==> src/rtl/trivium_stream_pkg.sv <==
// Shared fetch-state type and block/word sizing for the Trivium keystream XOR stage.
package trivium_stream_pkg;

  localparam int KS_W_DEF      = 64;
  localparam int DATA_W_DEF    = 8;
  localparam int WORDS_PER_BLK = KS_W_DEF / DATA_W_DEF;

  // A one-word block would still need a 1-bit index register.
  function automatic int idx_width(input int words);
    return (words > 1) ? $clog2(words) : 1;
  endfunction

  localparam int IDX_W = idx_width(WORDS_PER_BLK);

  typedef enum logic [1:0] {
    F_WAIT_HI = 2'd0,
    F_REQ     = 2'd1,
    F_WAIT_LO = 2'd2
  } fetch_state_t;

endpackage

==> src/rtl/trivium_stream_xor_ks_fetch.sv <==
// Keystream fetch FSM: captures a block when one is offered and the buffer is free, then requests the next.
module ks_fetch
  import trivium_stream_pkg::*;
(
  input  logic clk,
  input  logic rst,
  input  logic ks_ready,
  input  logic buf_free,
  output logic ks_next,
  output logic capture
);

  fetch_state_t state, state_nxt;

  // Waiting for ks_ready to fall before re-arming keeps a stale block from being captured twice.
  always_comb begin
    state_nxt = state;
    capture   = 1'b0;
    case (state)
      F_WAIT_HI: begin
        if (ks_ready && buf_free) begin
          capture   = 1'b1;
          state_nxt = F_REQ;
        end
      end
      F_REQ:     state_nxt = F_WAIT_LO;
      F_WAIT_LO: if (!ks_ready) state_nxt = F_WAIT_HI;
      default:   state_nxt = F_WAIT_HI;
    endcase
  end

  always_ff @(posedge clk) begin
    if (rst) state <= F_WAIT_HI;
    else     state <= state_nxt;
  end

  assign ks_next = (state == F_REQ);

endmodule

==> src/rtl/trivium_stream_xor.sv <==
// Trivium keystream consumer: buffers one block and XORs a valid/ready word stream with it, MSB word first.
// Defining STREAM_XOR_CNT_EN adds word_cnt, a wrapping count of output words accepted downstream.
module trivium_stream_xor
  import trivium_stream_pkg::*;
#(
  parameter int KS_W   = KS_W_DEF,
  parameter int DATA_W = DATA_W_DEF
) (
  input  logic              clk,
  input  logic              rst,
  input  logic [KS_W-1:0]   ks_block,
  input  logic              ks_ready,
  output logic              ks_next,
  input  logic [DATA_W-1:0] s_data,
  input  logic              s_valid,
  output logic              s_ready,
  output logic [DATA_W-1:0] m_data,
  output logic              m_valid,
  input  logic              m_ready
`ifdef STREAM_XOR_CNT_EN
  ,
  output logic [31:0]       word_cnt
`endif
);

  localparam int WORDS = KS_W / DATA_W;
  localparam int IW    = idx_width(WORDS);

  if (KS_W % DATA_W != 0) begin : g_width_check
    $error("trivium_stream_xor: KS_W must be an integer multiple of DATA_W");
  end

  logic [KS_W-1:0]   ks_buf;
  logic [KS_W-1:0]   ks_shifted;
  logic [DATA_W-1:0] ks_slice;
  logic [IW-1:0]     word_idx;
  logic              buf_valid;
  logic              accept;
  logic              last_word;
  logic              buf_free;
  logic              capture;

  assign s_ready   = buf_valid && (!m_valid || m_ready);
  assign accept    = s_valid && s_ready;
  assign last_word = (word_idx == IW'(WORDS - 1));
  assign buf_free  = !buf_valid || (accept && last_word);

  // Shifting the wanted word up to the MSB end selects word k = ks_buf[KS_W-1-k*DATA_W -: DATA_W].
  assign ks_shifted = ks_buf << (int'(word_idx) * DATA_W);
  assign ks_slice   = ks_shifted[KS_W-1 -: DATA_W];

  ks_fetch u_fetch (
    .clk      (clk),
    .rst      (rst),
    .ks_ready (ks_ready),
    .buf_free (buf_free),
    .ks_next  (ks_next),
    .capture  (capture)
  );

  // A refill in the same cycle as the last word wins over the wrap, so blocks stream without a bubble.
  always_ff @(posedge clk) begin
    if (rst) begin
      ks_buf    <= '0;
      buf_valid <= 1'b0;
      word_idx  <= '0;
    end else if (capture) begin
      ks_buf    <= ks_block;
      buf_valid <= 1'b1;
      word_idx  <= '0;
    end else if (accept) begin
      if (last_word) begin
        buf_valid <= 1'b0;
        word_idx  <= '0;
      end else begin
        word_idx <= word_idx + IW'(1);
      end
    end
  end

  always_ff @(posedge clk) begin
    if (rst) begin
      m_data  <= '0;
      m_valid <= 1'b0;
    end else if (accept) begin
      m_data  <= s_data ^ ks_slice;
      m_valid <= 1'b1;
    end else if (m_valid && m_ready) begin
      m_valid <= 1'b0;
    end
  end

`ifdef STREAM_XOR_CNT_EN
  always_ff @(posedge clk) begin
    if (rst)                    word_cnt <= '0;
    else if (m_valid && m_ready) word_cnt <= word_cnt + 32'd1;
  end
`endif

endmodule

==> config.mk <==
export PLATFORM = sky130hd
export DESIGN_NAME = trivium_stream_xor
export DESIGN_NICKNAME = d
export VERILOG_FILES = /design/src/rtl/trivium_stream_pkg.sv /design/src/rtl/trivium_stream_xor_ks_fetch.sv /design/src/rtl/trivium_stream_xor.sv
export SDC_FILE = /design/constraint.sdc
export NUM_CORES = 1
export LEC_CHECK = 0
export ABC_AREA = 1
export CORE_MARGIN = 2
export CORE_UTILIZATION = 53
export DETAILED_ROUTE_END_ITERATION = 6
export GPL_TIMING_DRIVEN = 0
export PLACE_DENSITY = 0.95
export RECOVER_POWER = 25
export SYNTH_ARGS = -nofsm -noshare
export SYNTH_HDL_FRONTEND = slang
export SYNTH_SLANG_ARGS = --single-unit
==> constraint.sdc <==
create_clock -name clk -period 2.9 [get_ports clk]
set_input_delay 0.435 -clock clk [delete_from_list [all_inputs] [get_ports clk]]
set_output_delay 0.435 -clock clk [all_outputs]
set_load 0.005 [all_outputs]
Yosys cells after proc, flatten, opt, wreduce, memory -nomap -nowiden
Index checks and enable logic that the tools add are counted.
W data, S select, Z words.
Storage, ports and cells
  logic and storage cells: 41
  register bits: 79
  output and inout port bits: 11
  bits of input ports: 77
Operators by class
  bitwise operators: 1
  mux-type cells: 11
  equal/unequal tests: 5
  reductions and logical operators: 16
  add/subtract/negate cells: 1
  shifts and indexed selects: 1
Operators by type and width (number)
  $shl A64 B6 Y64: 1
  $xor A8 B8 Y8: 1
  $mux W1: 7
  $pmux W2 S3: 1
  $reduce_bool A2 Y1: 3
  $logic_and A1 B1 Y1: 5
  $mux W2: 2
  $reduce_and A2 Y1: 2
  $add A3 B1 Y3 const B: 1
  $eq A3 B3 Y1 const B: 1
  $mux W3: 1
  $eq A2 B1 Y1 const B: 1
  $eq A2 B2 Y1 const B: 1
  $logic_not A1 Y1: 2
  $logic_not A2 Y1: 1
  $logic_or A1 B1 Y1: 2
  $ne A2 B1 Y1 const B: 1
  $ne A2 B2 Y1 const B: 1
  $reduce_or A2 Y1: 1

Depth between registers and ports, before layout
  word-level depth: 11
  depth in mapped cells: 12
  depth with buffers taken out: 10

Cells and area by module
Synthesis repeated with hierarchy kept, for this count alone.
Unflattened totals
  cell total of the unflattened synthesis: 516
  area total of the unflattened synthesis: 3842.4 µm²
By module, submodules not included
  trivium_stream_xor: times used 1, cells each 504, area each 3752.3 µm², seq. area each 1541.5 µm²
  ks_fetch: times used 1, cells each 12, area each 90.1 µm², seq. area each 40.0 µm²

Worst setup path after synthesis
Ideal clock, no wire load.
  path type: input -> register
  from: input port m_ready
  to: register ks_buf[43]
  data required time: 2.774 ns
  setup time: 0.126 ns
  buffers on the path: 1
  path slack: 1.401 ns
  stages on the path: 10
  arrival: 1.373 ns
  path through: inv_2 -> nand2_1 -> nand3_2 -> inv_4 -> nand2_2 -> nand2_2 -> nand2_2 -> nand2_2 -> clkbuf_1 -> o21ai_1
Between the ends
  word-level cells in the longest chain between the ends: 8
Ends and longest elaborated chain
  start: declaration: RTL line trivium_stream_xor.sv:19  | input logic m_ready
  $logic_or A1 B1 Y1: RTL line trivium_stream_xor.sv:43  | assign s_ready = buf_valid && (!m_valid || m_ready);
  $logic_and A1 B1 Y1: RTL line trivium_stream_xor.sv:43
  $logic_and A1 B1 Y1: RTL line trivium_stream_xor.sv:44  | assign accept = s_valid && s_ready;
  $logic_and A1 B1 Y1: RTL line trivium_stream_xor.sv:46  | assign buf_free = !buf_valid || (accept && last_word);
  $logic_or A1 B1 Y1: RTL line trivium_stream_xor.sv:46
  $logic_and A1 B1 Y1: RTL line trivium_stream_xor_ks_fetch.sv:21  | if (ks_ready && buf_free) begin
  $mux W1: RTL line trivium_stream_xor_ks_fetch.sv:21
  $mux W1: RTL line trivium_stream_xor_ks_fetch.sv:19  | case (state)
  end signal: assignment: RTL line trivium_stream_xor.sv:68  | ks_buf <= ks_block;
  end: declaration: RTL line trivium_stream_xor.sv:33  | logic [KS_W-1:0] ks_buf;
Every way passes these cells.
A chain may end at the register's enable or synchronous reset.

Worst setup path after layout
  from: input port m_ready
  to: register ks_buf[44]
The elaborated chain is that of the path after synthesis.

==> run_results.csv <==
group,metric,value,unit
yosys,synth-seq-cells,79,
global_routing,antenna_found_initial,0,
place,dp_hpwl,7040,um
clock_tree,cts_buffers,9,
critical_path,worstSetupStartpointType,"primary input",
yosys,syn-cell-area,0.00351,mm^2
sta,tns,0,ns
critical_path,required,3.13,ns
floorplan,fp.dieH,85.4,um
cells_and_area,fin_util,0.731,
cells_and_area,diodes,0,
global_routing,grt_use_total,0.272,
critical_path,endpoint_kind,"flop",
sta,setup_viol_count_final,0,
global_routing,grt_start_max_net_pins,14,
floorplan,pin_count,88,
clock_tree,holdBufCountCts,0,
yosys,synthDistinctLibCells,23,
yosys,seq_area_frac_synth,0.450,
sta,holdWs,0.467,ns
clock_tree,clock-sinks,79,
floorplan,rows,29,
pwr,power.density,532,mW/mm^2
sta,slew_violations,0,
critical_path,path_buf_inv,4,
hold_path,min_to,"ks_buf[62]",
pwr,leakage,0.00203,uW
floorplan,dieArea,0.00730,mm^2
global_routing,grt_pass1_vias,3666,
critical_path,crit_slowest_cell,"clkdlybuf4s50_1",
critical_path,r2r_slack,0.78,ns
cells_and_area,layout-drive-gt1-share,0.0621,
sta,worst_slew_margin_rel,0.677,
detailed_routing,via_per_inst,5.25,
sta,finalHoldViolCount,0,
sta,max_freq,434,MHz
clock_tree,post_cts_resized,0,
detailed_routing,drc_errors,0,
place,placedInstanceArea,0.00448,mm^2
run,drv_cap,0,
detailed_routing,wl_met2,4790,um
clock_tree,clock_latency,0.36,ns
place,port_buffers,87,
sta,layout_min_cycle_time,2.31,ns
hold_path,holdPathStages,2,
cells_and_area,nets,686,
detailed_routing,wl_per_cell,14.0,um
critical_path,max_stage_delay,0.46,ns
clock_tree,clkTransAtPathRegs,0.08,ns
critical_path,crit_top_cell,"nand2_1",
cells_and_area,n_fill_cell,494,
critical_path,worstPathCellList,"clkdlybuf4s50_1 > clkinv_1 > nand2_1 > nand3_1 > clkinvlp_2 > nand2_1 > nand2_2 > nand2_1 > nand2_2 > clkbuf_1 > o21ai_1",
cells_and_area,stdcell_area,0.00467,mm^2
clock_tree,cts_setup_buffers,0,
cells_and_area,layout_common_cells,"nand2_1 (160), inv_1 (87), dfxtp_1 (79)",
critical_path,timing.rr.end,"ks_buf[53]",
sta,fin_skew,0.00399,ns
floorplan,dieWidth,85.4,um
detailed_routing,topRoutingLayerUsed,"met4",
yosys,yosysWarnings,0,
yosys,syn_inst,509,
sta,post-route-period-util,0.795,
floorplan,core_area,0.00639,mm^2
critical_path,cpLargestDelayFamily,"buffers and inverters",
cells_and_area,areaGrowthSynthToFinish,32.8,%
pwr,vdd_drop_max,0.000393,V
hold_path,hp-class,"reg2reg",
yosys,syn-num-nets,588,
global_routing,grt_first_pass_wirelength,15800,um
clock_tree,clockBufferDepth,2,
hold_path,worst_hold_startpoint,"ks_buf[62]",
critical_path,r2r-start,"m_valid",
critical_path,worst_r2r_path_depth,10,
detailed_routing,drt_iter0_markers,240,
detailed_routing,wl_met1,3860,um
clock_tree,htree_levels,3,
detailed_routing,met3_length,707,um
detailed_routing,firstDrtPassIters,6,
detailed_routing,ant_nets,0,
floorplan,start_util,0.550,
critical_path,cp.arrival,2.54,ns
cells_and_area,mostFrequentLayoutCell,"nand2_1",
clock_tree,cts-root-buf,"clkbuf_8",
sta,rsz0062_at_grt,"false",
global_routing,grt_overflow_total,0,
sta,worst_pin_slew,0.484,ns
status,status,"finished clean",
clock_tree,cts_tree,"built",
critical_path,critPathKind,"in2reg",
critical_path,crit_path_max_fanout,10,
detailed_routing,vias,3614,
place,place.gp.congestion,0.855,
detailed_routing,routed_wl,9620,um
yosys,syn_avg_cell_area,6.90,um^2
[cell type report]
class / instances / area [um^2] / share of cell area
flip-flops and latches: 79 / 1580 / 0.339
multi-input cells: 314 / 1410 / 0.303
repair buffers: 87 / 871 / 0.187
inverters: 90 / 339 / 0.0727
plain buffers: 26 / 168 / 0.0359
clock buffers: 10 / 138 / 0.0295
well taps: 77 / 96.3 / 0.0206
clock inverters: 6 / 60.1 / 0.0129
[report_power, final]
group | leakage [uW] | internal [uW] | total (uW) | switching (uW)
Sequential | 0.000647 | 1170 | 1200 | 27.8
Combinational | 0.00129 | 216 | 456 | 240
Clock | 0.0000981 | 416 | 830 | 413
Total | 0.00203 | 1800 | 2480 | 681
[Yosys cell counts (all sizes together)]
cell | number | share of area
a211oi | 1 | 0.0021
a21oi | 3 | 0.0043
a22oi | 1 | 0.0021
buf | 21 | 0.043
clkbuf | 5 | 0.0053
clkinv | 1 | 0.0011
dfxtp | 79 | 0.45
ha | 2 | 0.0071
inv | 89 | 0.096
nand2 | 162 | 0.18
nand3 | 65 | 0.094
nor2 | 7 | 0.0096
o21a | 8 | 0.017
o21ai | 65 | 0.093
[cells by family after synthesis]
kind of cell | Yosys count | synth area share
compound gates | 78 | 0.118
fa+ha+maj | 2 | 0.00712
buf+inv | 116 | 0.145
flops | 79 | 0.450
simple gates | 234 | 0.280
[worst max-delay path by stage]
stage / start / to / cells past startpoint
5_1_grt: m_ready / ks_buf[43] / 11
3_5_place_dp: m_ready / ks_buf[47] / 11
6_report: m_ready / ks_buf[44] / 11
2_1_floorplan: m_ready / ks_buf[43] / 10
3_3_place_gp: m_ready / ks_buf[63] / 11
4_1_cts: m_ready / s_ready / 6
[metrics by stage]
| step | setup slack [ns] | total power [uW] | instances |
|---|---|---|---|
| final | 0.594 | 2480 | 689 |
| after floorplan | 1.40 | 1470 | 509 |
| after global placement | 0.703 | 1650 | 673 |
| after CTS | 0.793 | 2480 | 689 |
| after detailed placement | 0.618 | 1670 | 673 |
| after global routing | 0.398 | 2580 | 689 |
[sequential cells by signal (all words and copies together) (netlist names)]
register	flops
buf_valid	1
ks_buf	64
m_data	8
m_valid	1
u_fetch.state	2
word_idx	3
[worst min-delay path, stage by stage (launching register included)]
cell     delay, ns
dfxtp_1       0.30
inv_1         0.06
o21ai_1       0.06
[layer usage]
| layer | vias up | global-route usage |
|---|---|---|
| li1 | 1766 | - |
| met1 | 1644 | 0.310 |
| met2 | 174 | 0.493 |
| met3 | 30 | 0.0486 |
| met4 | 0 | 0.123 |
| met5 | - | 0 |
Note: power is estimated with default switching activity, not from simulation.
